$ cat src/rtl/cu_read_response_engine.sv
// rtl/cu_read_response_engine.sv - PSL read command issue, tag tracking and response reassembly
package cu_rre_pkg;
  typedef struct packed {
    logic [7:0]  cu_id;
    logic [23:0] job_id;
  } CommandTagLine;

  typedef struct packed {
    logic          valid;
    logic [12:0]   command;
    logic [63:0]   address;
    logic [11:0]   size;
    CommandTagLine cmd;
  } CommandBufferLine;

  typedef struct packed {
    logic          valid;
    logic [511:0]  data;
    CommandTagLine cmd;
  } ReadWriteDataLine;

  typedef struct packed {
    logic          valid;
    logic [7:0]    response;
    CommandTagLine cmd;
  } ResponseBufferLine;
endpackage

module cu_read_response_engine
  import cu_rre_pkg::*;
#(
  parameter int NUM_TAGS  = 32,
  parameter int TAG_WIDTH = 8
) (
  input  logic                 clock,
  input  logic                 rst,
  input  logic                 enabled,
  input  CommandBufferLine     command_in,
  output logic                 command_ready,
  output logic                 ah_cvalid,
  output logic [TAG_WIDTH-1:0] ah_ctag,
  output logic [12:0]          ah_com,
  output logic [63:0]          ah_cea,
  output logic [11:0]          ah_csize,
  input  logic                 ha_bwvalid,
  input  logic [TAG_WIDTH-1:0] ha_bwtag,
  input  logic [5:0]           ha_bwad,
  input  logic [511:0]         ha_bwdata,
  input  logic                 ha_rvalid,
  input  logic [TAG_WIDTH-1:0] ha_rtag,
  input  logic [7:0]           ha_response,
  output ReadWriteDataLine     read_data_0_out,
  output ReadWriteDataLine     read_data_1_out,
  output ResponseBufferLine    read_response_out,
  output logic [8:0]           outstanding,
  output logic                 protocol_error
);
  localparam int IDX_W = (NUM_TAGS > 1) ? $clog2(NUM_TAGS) : 1;

  logic [NUM_TAGS-1:0] busy_q, busy_d;
  logic [8:0]          cnt_q, cnt_d;
  logic                ready_q, ready_d, err_q, err_d;
  logic                cvalid_q, cvalid_d;
  logic [TAG_WIDTH-1:0] ctag_q, ctag_d;
  logic [12:0]         com_q, com_d;
  logic [63:0]         cea_q, cea_d;
  logic [11:0]         csize_q, csize_d;
  ReadWriteDataLine    rd0_q, rd0_d, rd1_q, rd1_d;
  ResponseBufferLine   rsp_q, rsp_d;
  CommandTagLine       cmd_tab_q [NUM_TAGS];

  logic             free_found, accept, cmd_err, bw_hit, rsp_hit, bw_in_range, rsp_in_range;
  logic [IDX_W-1:0] free_idx, bw_idx, rsp_idx;
  logic             unused_bwad;

  // Only bit 0 of the buffer address matters: it picks which 64B half is being returned.
  assign unused_bwad = ^ha_bwad[5:1];

  assign bw_idx       = ha_bwtag[IDX_W-1:0];
  assign rsp_idx      = ha_rtag[IDX_W-1:0];
  assign bw_in_range  = {1'b0, ha_bwtag} < (TAG_WIDTH+1)'(NUM_TAGS);
  assign rsp_in_range = {1'b0, ha_rtag} < (TAG_WIDTH+1)'(NUM_TAGS);

  always_comb begin
    free_found = 1'b0;
    free_idx   = '0;
    for (int i = NUM_TAGS - 1; i >= 0; i--) begin
      if (!busy_q[i]) begin
        free_found = 1'b1;
        free_idx   = IDX_W'(i);
      end
    end

    accept  = enabled && command_in.valid && ready_q && free_found;
    cmd_err = enabled && command_in.valid && !ready_q;
    bw_hit  = ha_bwvalid && bw_in_range && busy_q[bw_idx];
    rsp_hit = ha_rvalid && rsp_in_range && busy_q[rsp_idx];

    // Freeing precedes allocation, but allocation already used the old bitmap,
    // so a tag completing this cycle becomes allocatable on the next one.
    busy_d = busy_q;
    if (rsp_hit) busy_d[rsp_idx] = 1'b0;
    if (accept)  busy_d[free_idx] = 1'b1;

    cnt_d   = cnt_q + 9'(accept) - 9'(rsp_hit);
    ready_d = (cnt_d != 9'(NUM_TAGS));
    err_d   = err_q | cmd_err | (ha_bwvalid & ~bw_hit) | (ha_rvalid & ~rsp_hit);

    cvalid_d = cvalid_q;
    ctag_d   = ctag_q;
    com_d    = com_q;
    cea_d    = cea_q;
    csize_d  = csize_q;
    rd0_d    = rd0_q;
    rd1_d    = rd1_q;
    rsp_d    = rsp_q;
    if (enabled) begin
      cvalid_d = accept;
      ctag_d   = TAG_WIDTH'(free_idx);
      com_d    = command_in.command;
      cea_d    = command_in.address;
      csize_d  = command_in.size;
      rd0_d    = '{valid: bw_hit & ~ha_bwad[0], data: ha_bwdata, cmd: cmd_tab_q[bw_idx]};
      rd1_d    = '{valid: bw_hit &  ha_bwad[0], data: ha_bwdata, cmd: cmd_tab_q[bw_idx]};
      rsp_d    = '{valid: rsp_hit, response: ha_response, cmd: cmd_tab_q[rsp_idx]};
    end
  end

  always_ff @(posedge clock or posedge rst) begin
    if (rst) begin
      busy_q   <= '0;
      cnt_q    <= '0;
      ready_q  <= 1'b0;
      err_q    <= 1'b0;
      cvalid_q <= 1'b0;
      ctag_q   <= '0;
      com_q    <= '0;
      cea_q    <= '0;
      csize_q  <= '0;
      rd0_q    <= '0;
      rd1_q    <= '0;
      rsp_q    <= '0;
    end else begin
      busy_q   <= busy_d;
      cnt_q    <= cnt_d;
      ready_q  <= ready_d;
      err_q    <= err_d;
      cvalid_q <= cvalid_d;
      ctag_q   <= ctag_d;
      com_q    <= com_d;
      cea_q    <= cea_d;
      csize_q  <= csize_d;
      rd0_q    <= rd0_d;
      rd1_q    <= rd1_d;
      rsp_q    <= rsp_d;
    end
  end

  always_ff @(posedge clock) begin
    if (accept) cmd_tab_q[free_idx] <= command_in.cmd;
  end

  assign command_ready     = ready_q;
  assign ah_cvalid         = cvalid_q;
  assign ah_ctag           = ctag_q;
  assign ah_com            = com_q;
  assign ah_cea            = cea_q;
  assign ah_csize          = csize_q;
  assign read_data_0_out   = rd0_q;
  assign read_data_1_out   = rd1_q;
  assign read_response_out = rsp_q;
  assign outstanding       = cnt_q;
  assign protocol_error    = err_q;
endmodule

$ cat config.mk
export PLATFORM = sky130hd
export DESIGN_NAME = cu_read_response_engine
export DESIGN_NICKNAME = d
export VERILOG_FILES = /design/src/rtl/cu_read_response_engine.sv
export SDC_FILE = /design/constraint.sdc
export NUM_CORES = 2
export LEC_CHECK = 0
export ABC_AREA = 1
export BUFFER_PORTS_ARGS = -buffer_cell sky130_fd_sc_hd__buf_4
export CORE_AREA = 2 2 750 752
export DETAILED_ROUTE_END_ITERATION = 7
export DIE_AREA = 0 0 752 754
export GPL_TIMING_DRIVEN = 0
export PLACE_DENSITY = 0.36
export SLEW_MARGIN = 0
export SYNTH_ARGS = -nofsm -noshare
export SYNTH_HDL_FRONTEND = slang
export SYNTH_SLANG_ARGS = --single-unit
$ cat constraint.sdc
create_clock -name clock -period 64.2 [get_ports clock]
set_clock_uncertainty 0.15 [all_clocks]
set_input_delay 0 -clock clock [delete_from_list [all_inputs] [get_ports clock]]
set_output_delay 0 -clock clock [all_outputs]
set_load 0.1 [all_outputs]
Word-level counts from Yosys, hierarchy flattened --
Memory sizes are Yosys's and may differ from the RTL's. A register that Yosys moved wholly into a read port is not among the register bits. Cells that the tools add are included.
Word-level totals: input bits 669, RAM bits 1024, word-level logic and storage cells 125, register bits 661, output and inout bits 1240, memories kept 1
Memories:
- cmd_tab_q | words 32, width 32, read ports 2, clocked after memory_dff 2, write ports 1, RTL line 70 | CommandTagLine cmd_tab_q [NUM_TAGS];
Cells by class: mux-type cells 76, equality and inequality tests 1, $lt $le $gt $ge 7, bitwise logic cells 13, add/sub/neg operators 2, reduce and logical (&&, ||, !) cells 11
Operators with widths (number):
- $mux 5 | 32
- $mux 32 | 2
- $mux 1 | 38
- $and 32x32->32 | 1
- $not 32->32 | 1
- $or 32x32->32 | 1
- $lt 5x6->1 const B | 3
- $lt 8x6->1 const B | 2
- $bmux 1 s5 | 2
- $demux 1 s5 | 2
- $ge 5x1->1 const B | 2
- $logic_and 1x1->1 | 10
- $add 9x1->9 | 1
- $ne 9x6->1 const B | 1
- $sub 9x1->9 | 1
- $and 1x1->1 | 4
- $not 1->1 | 3
- $or 1x1->1 | 3
- $logic_not 1->1 | 1

Logic depth before layout (Yosys ltp) --
depth after elaboration 38, mapped depth 34, gate-level depth less buffers 34

Worst setup path after synthesis --
OpenSTA, ideal clock, no wires.
path kind reg-to-reg, start point register busy_q[31], end point memory cmd_tab_q[13][0] in the netlist's numbering (enable), slack 60.161 ns, data arrival time 3.468 ns, path buffers 0, data required time 63.629 ns, cell stages (with the launch flop) 34, cells stage by stage dfrtp_1 inv_2 nand2_1 nand2_1 nand2_1 nand2_1 nand2_1 nand2_1 nand2_1 nand2_1 nand2_1 nand2_1 nand2_1 nand2_1 nand2_1 nand2_1 nand2_1 nand2_1 nand2_1 nand2_1 nand2_1 nand2_1 nand2_1 nand2_1 nand2_1 nand2_1 nand2_1 nand2_1 nand2_2 nand2_4 nand2_4 nand2_4 nand3_1 nor2_1
On the way: longest elaborated chain between the ends 35, elaborated cells on any way between the ends 67, those cells by class mux: 66; reduce/logical: 1
Ends and longest elaborated chain:
- start, declared | RTL line 60 | logic [NUM_TAGS-1:0] busy_q, busy_d;
- start signal, assigned | RTL line 144 | busy_q <= busy_d;
- $mux 1 (32 in a row) | RTL line 88 | if (!busy_q[i]) begin
- $logic_and 1x1->1 | RTL line 94 | accept = enabled && command_in.valid && ready_q && free_found;
- $mux 1 | RTL line 160 | if (accept) cmd_tab_q[free_idx] <= command_in.cmd;
- $mux 1 (implied by the code) | RTL line 160
- end, declared | RTL line 70
Several ways; a longest one is shown, not always the timed one.

==> results by group <==
Setup path
  • Worst setup SP type: input port
  • Dominant cell type by count on the critical path: sky130_fd_sc_hd__clkbuf_1
  • Worst path max stage delay: approximately 1.2 ns
  • Critical path depth in cells: 13
  • Slowest-stage cell, CP: sky130_fd_sc_hd__clkbuf_1
  • List of cells traversed by the critical path: dlygate4sd3_1 -> buf_4 -> nand2_1 -> inv_1 -> clkbuf_1 -> clkbuf_1 -> clkbuf_1 -> a22oi_1 -> nand2_1 -> a21oi_1 -> nand3_1 -> o21ai_0 -> inv_1
  • Largest delay contributor family on the critical path: buffers and inverters
  • Worst EP required: between 60 and 70 ns
  • Endpoint arrival time on the critical path: 5.98 ns
  • Critical path class: in -> reg
  • Sort of element at the end of the critical path: flip-flop
  • Worst Reg2Reg Path Length in Cells: 15
  • Max FO, Critical Path: 10
  • Buffer and inverter count on the worst path: 7

Pwr
  • Cell leakage power: roughly 53 nW
  • Power density over cell area: 33.8 mW/mm2
  • Peak VDD IR: 27.2 uV

Routing
  • Vias/cell: about 4.6
  • Average wire per standard cell: roughly 47 um
  • Total number of vias: 87,829
  • Iteration-0 DRC count of the detailed router: ~14,000
  • Final wirelength: roughly 900 mm
  • Number of nets with antenna violations after routing: 0
  • DRC: 0
  • 1st-pass router iterations: 6

Floorplanning
  • Die height: roughly 750 um
  • Placement row count: around 280
  • Die width: 752 um
  • Die area: about 0.57 mm2
  • Count of boundary I/O pins: 1,909
  • Total core area: ~0.56 mm2
  • Effective utilization at floorplan: between 10% and 20%

Finish
  • Cell area after layout: 0.127 mm2
  • Commonest cells after routing, fill and taps aside: 2,444 x sky130_fd_sc_hd__buf_4, 2,307 x sky130_fd_sc_hd__nand2_1, 1,314 x sky130_fd_sc_hd__dlygate4sd3_1
  • Net count reported at finish: between 10,000 and 15,000
  • Most frequent standard cell in the layout excluding fill and tap cells: sky130_fd_sc_hd__buf_4
  • Area taken by flip-flops and latches: between 0.04 and 0.05 mm2
  • Fill cell count: between 60,000 and 70,000
  • Total area of multi-input combinational cells: ~0.023 mm2
  • Share of cells above drive strength 1: between 20% and 30%
  • Area growth, synth to finish: 60.7%

Place
  • Cell area reported after detailed placement: approximately 0.10 mm2
  • Number of port buffers: approximately 1,900
  • Final weighted congestion in routability-driven placement: 1.16
  • Post-placement setup slack: between 50 and 60 ns
  • Final HPWL DP: 726 mm

Run
  • Number of violations of the max-capacitance limit: 33

STA
  • Max-slew violation count: approximately 350
  • Slew margin rel.: -13.2%
  • Final worst setup slack: approximately 60 ns
  • Final clock period utilization by the worst path: 8.03%
  • Worst slew pin tran: roughly 1.7 ns
  • Final hold violations: 0
  • RSZ-0062 raised after global routing: no
  • Minimum clock period: about 5 ns
  • Maximum clock frequency: between 150 and 200 MHz
  • Number of setup violations in the final report: 0
  • Setup tns final: 0 ns

Clock network
  • Quantity of gates resized following cts: 0
  • Total CTS buffers: ~230
  • Clock sinks: roughly 1,700
  • Clock-pin transition on the worst setup and hold timing paths: 0.06 ns
  • Clock network latency to the later pin of the worst-skew pair: approximately 1.1 ns
  • CTS tree: done
  • Number of buffers added for setup after CTS: 0
  • Number of H-tree branching levels: 4
  • Buffer cell driving the clock tree root: sky130_fd_sc_hd__clkbuf_16
  • Bufs on Longest Clock Path: 4

Yosys
  • Distinct cells, synth: 49
  • Yosys synthesis warning count: 0
  • Number of enable flip-flop cells after synthesis: 1,024
  • Cell Area, Synth: 0.0787 mm2
  • Post-synthesis sequential area ratio: 62.1%
  • Number of cells produced by synthesis: a little under 8,000
  • Number of register bits inferred by synthesis: about 1,700
  • Ys flop type: sky130_fd_sc_hd__edfxtp_1
  • Post-synthesis area per instance: 10.0 um2
  • Share of async-settable or async-resettable flops after synthesis: 41.5%

Global routing
  • Vias in the first global route: between 80,000 and 90,000
  • Pin count of the biggest net entering global routing: 110
  • Initial antenna violation count: 225
  • Grt ovf: 0
  • First-pass GRT wire length: between 1000 and 1500 mm
  • Total routing resource utilization after global routing: between 30% and 40%

Status
  • Result of the run: finished, violations left
  • Failing checks: capacitance limit, slew limit

Min path
  • Hold Path Depth: 4
  • HP Class: in -> reg
power breakdown:
part           switching (mW)  internal, mW  total, mW
registers               0.106          1.27       1.37
clock network           0.607         0.797       1.40
logic                    1.20         0.304       1.50
synthesized netlist by cell type (9+ instances only):
| cell | number | area [um2] |
|---|---|---|
| sky130_fd_sc_hd__nand2_1 | 2307 | 8660 |
| sky130_fd_sc_hd__edfxtp_1 | 1024 | 30700 |
| sky130_fd_sc_hd__dfrtp_1 | 725 | 18100 |
| sky130_fd_sc_hd__o21ai_0 | 715 | 3580 |
| sky130_fd_sc_hd__nor2_1 | 706 | 2650 |
| sky130_fd_sc_hd__buf_4 | 549 | 4120 |
| sky130_fd_sc_hd__clkbuf_1 | 488 | 1830 |
| sky130_fd_sc_hd__a22oi_1 | 446 | 3350 |
| sky130_fd_sc_hd__o22ai_1 | 274 | 1710 |
| sky130_fd_sc_hd__inv_1 | 118 | 443 |
| sky130_fd_sc_hd__a21oi_1 | 90 | 450 |
| sky130_fd_sc_hd__nand3_1 | 65 | 325 |
| sky130_fd_sc_hd__a221oi_1 | 51 | 447 |
| sky130_fd_sc_hd__o221ai_1 | 51 | 447 |
| sky130_fd_sc_hd__nand4_1 | 50 | 313 |
| sky130_fd_sc_hd__buf_1 | 32 | 120 |
| sky130_fd_sc_hd__o31ai_1 | 20 | 150 |
| sky130_fd_sc_hd__nor3_1 | 19 | 95.1 |
| sky130_fd_sc_hd__a21boi_0 | 18 | 135 |
| sky130_fd_sc_hd__a211oi_1 | 14 | 105 |
| sky130_fd_sc_hd__o32ai_1 | 14 | 123 |
| sky130_fd_sc_hd__a22o_1 | 11 | 96.3 |
| sky130_fd_sc_hd__o211ai_1 | 10 | 75.1 |
| sky130_fd_sc_hd__ha_1 | 9 | 113 |
layout make-up:
type,count,share of cell area [%]
Timing Repair Buffer,3331,23.7
Buffer,1072,4.93
Clock inverter,101,0.983
Sequential cell,1749,38.6
Clock buffer,331,5.22
Tap cell,7479,7.39
Antenna cell,88,0.174
Inverter,124,0.399
Multi-Input combinational cell,4926,18.5
registers in the layout, summed over array words and instances (netlist names):
name,count
ah_cea,64
ah_com,13
ah_csize,12
ah_ctag,5
ah_cvalid,1
busy_q,32
cmd_tab_q,1024
command_ready,1
outstanding,9
protocol_error,1
read_data_0_out,1
read_data_1_out,545
read_response_out,41
path summary, 6_finish.rpt:
kind | start | to | slack, ns
hold / removal | ha_bwdata[362] | read_data_1_out[394] | 0.07
setup reg to reg | busy_q[28] | cmd_tab_q[27][21] | 59.58
min in group asynchronous | rst | read_data_1_out[21] | 0.52
setup / recovery | ha_rtag[0] | read_response_out[13] | 59.05
max in group asynchronous | rst | read_data_1_out[376] | 60.74
hold reg to reg | ah_cea[4] | ah_cea[4] | 0.32
per-layer routing:
metal | GRT usage [%] | wire [um]
met3 | 15.0 | 121000
met5 | 1.98 | 1410
met1 | 35.3 | 337000
met4 | 19.9 | 74600
met2 | 43.5 | 366000
cell families (layout without fill, tap and decap cells):
logic type,count (synthesis),after routing,share of synthesized area (%)
AOI/OAI and AO/OA,1746,1746,13.9
xor gates and xnor gates,6,6,0.0668
adders and majority gates,10,10,0.168
buffers and inverters,1196,4959,8.32
DFF,1749,1749,62.1
other,1,91,0.00476
and+or+nand+nor,3161,3161,15.5
worst min-delay path: stages:
cell and delay, ns:
sky130_fd_sc_hd__dlygate4sd3_1 0.65, sky130_fd_sc_hd__buf_4 0.17, sky130_fd_sc_hd__nand2_1 0.19, sky130_fd_sc_hd__nand2_1 0.08
what timing repair did:
| action | 4_1_cts | 5_1_grt |
|---|---|---|
| endpoints found under the setup margin | 0 | 0 |
| hold endpoints to repair | 1832 | 0 |
| hold buffers | 1347 | 0 |
metrics by stage:
step	total power [mW]	hold WS (ns)	util [%]	cells
global route	4.34	0.0272	22.6	19136
finish	4.28	0.0743	22.6	19201
floorplan	2.13	-0.0535	-	7871
CTS	4.27	0.0110	22.6	19112
detailed placement	2.79	-0.149	18.7	17333
global placement	2.79	0.0531	18.3	17245
Note: power is estimated with default switching activity, not from simulation.
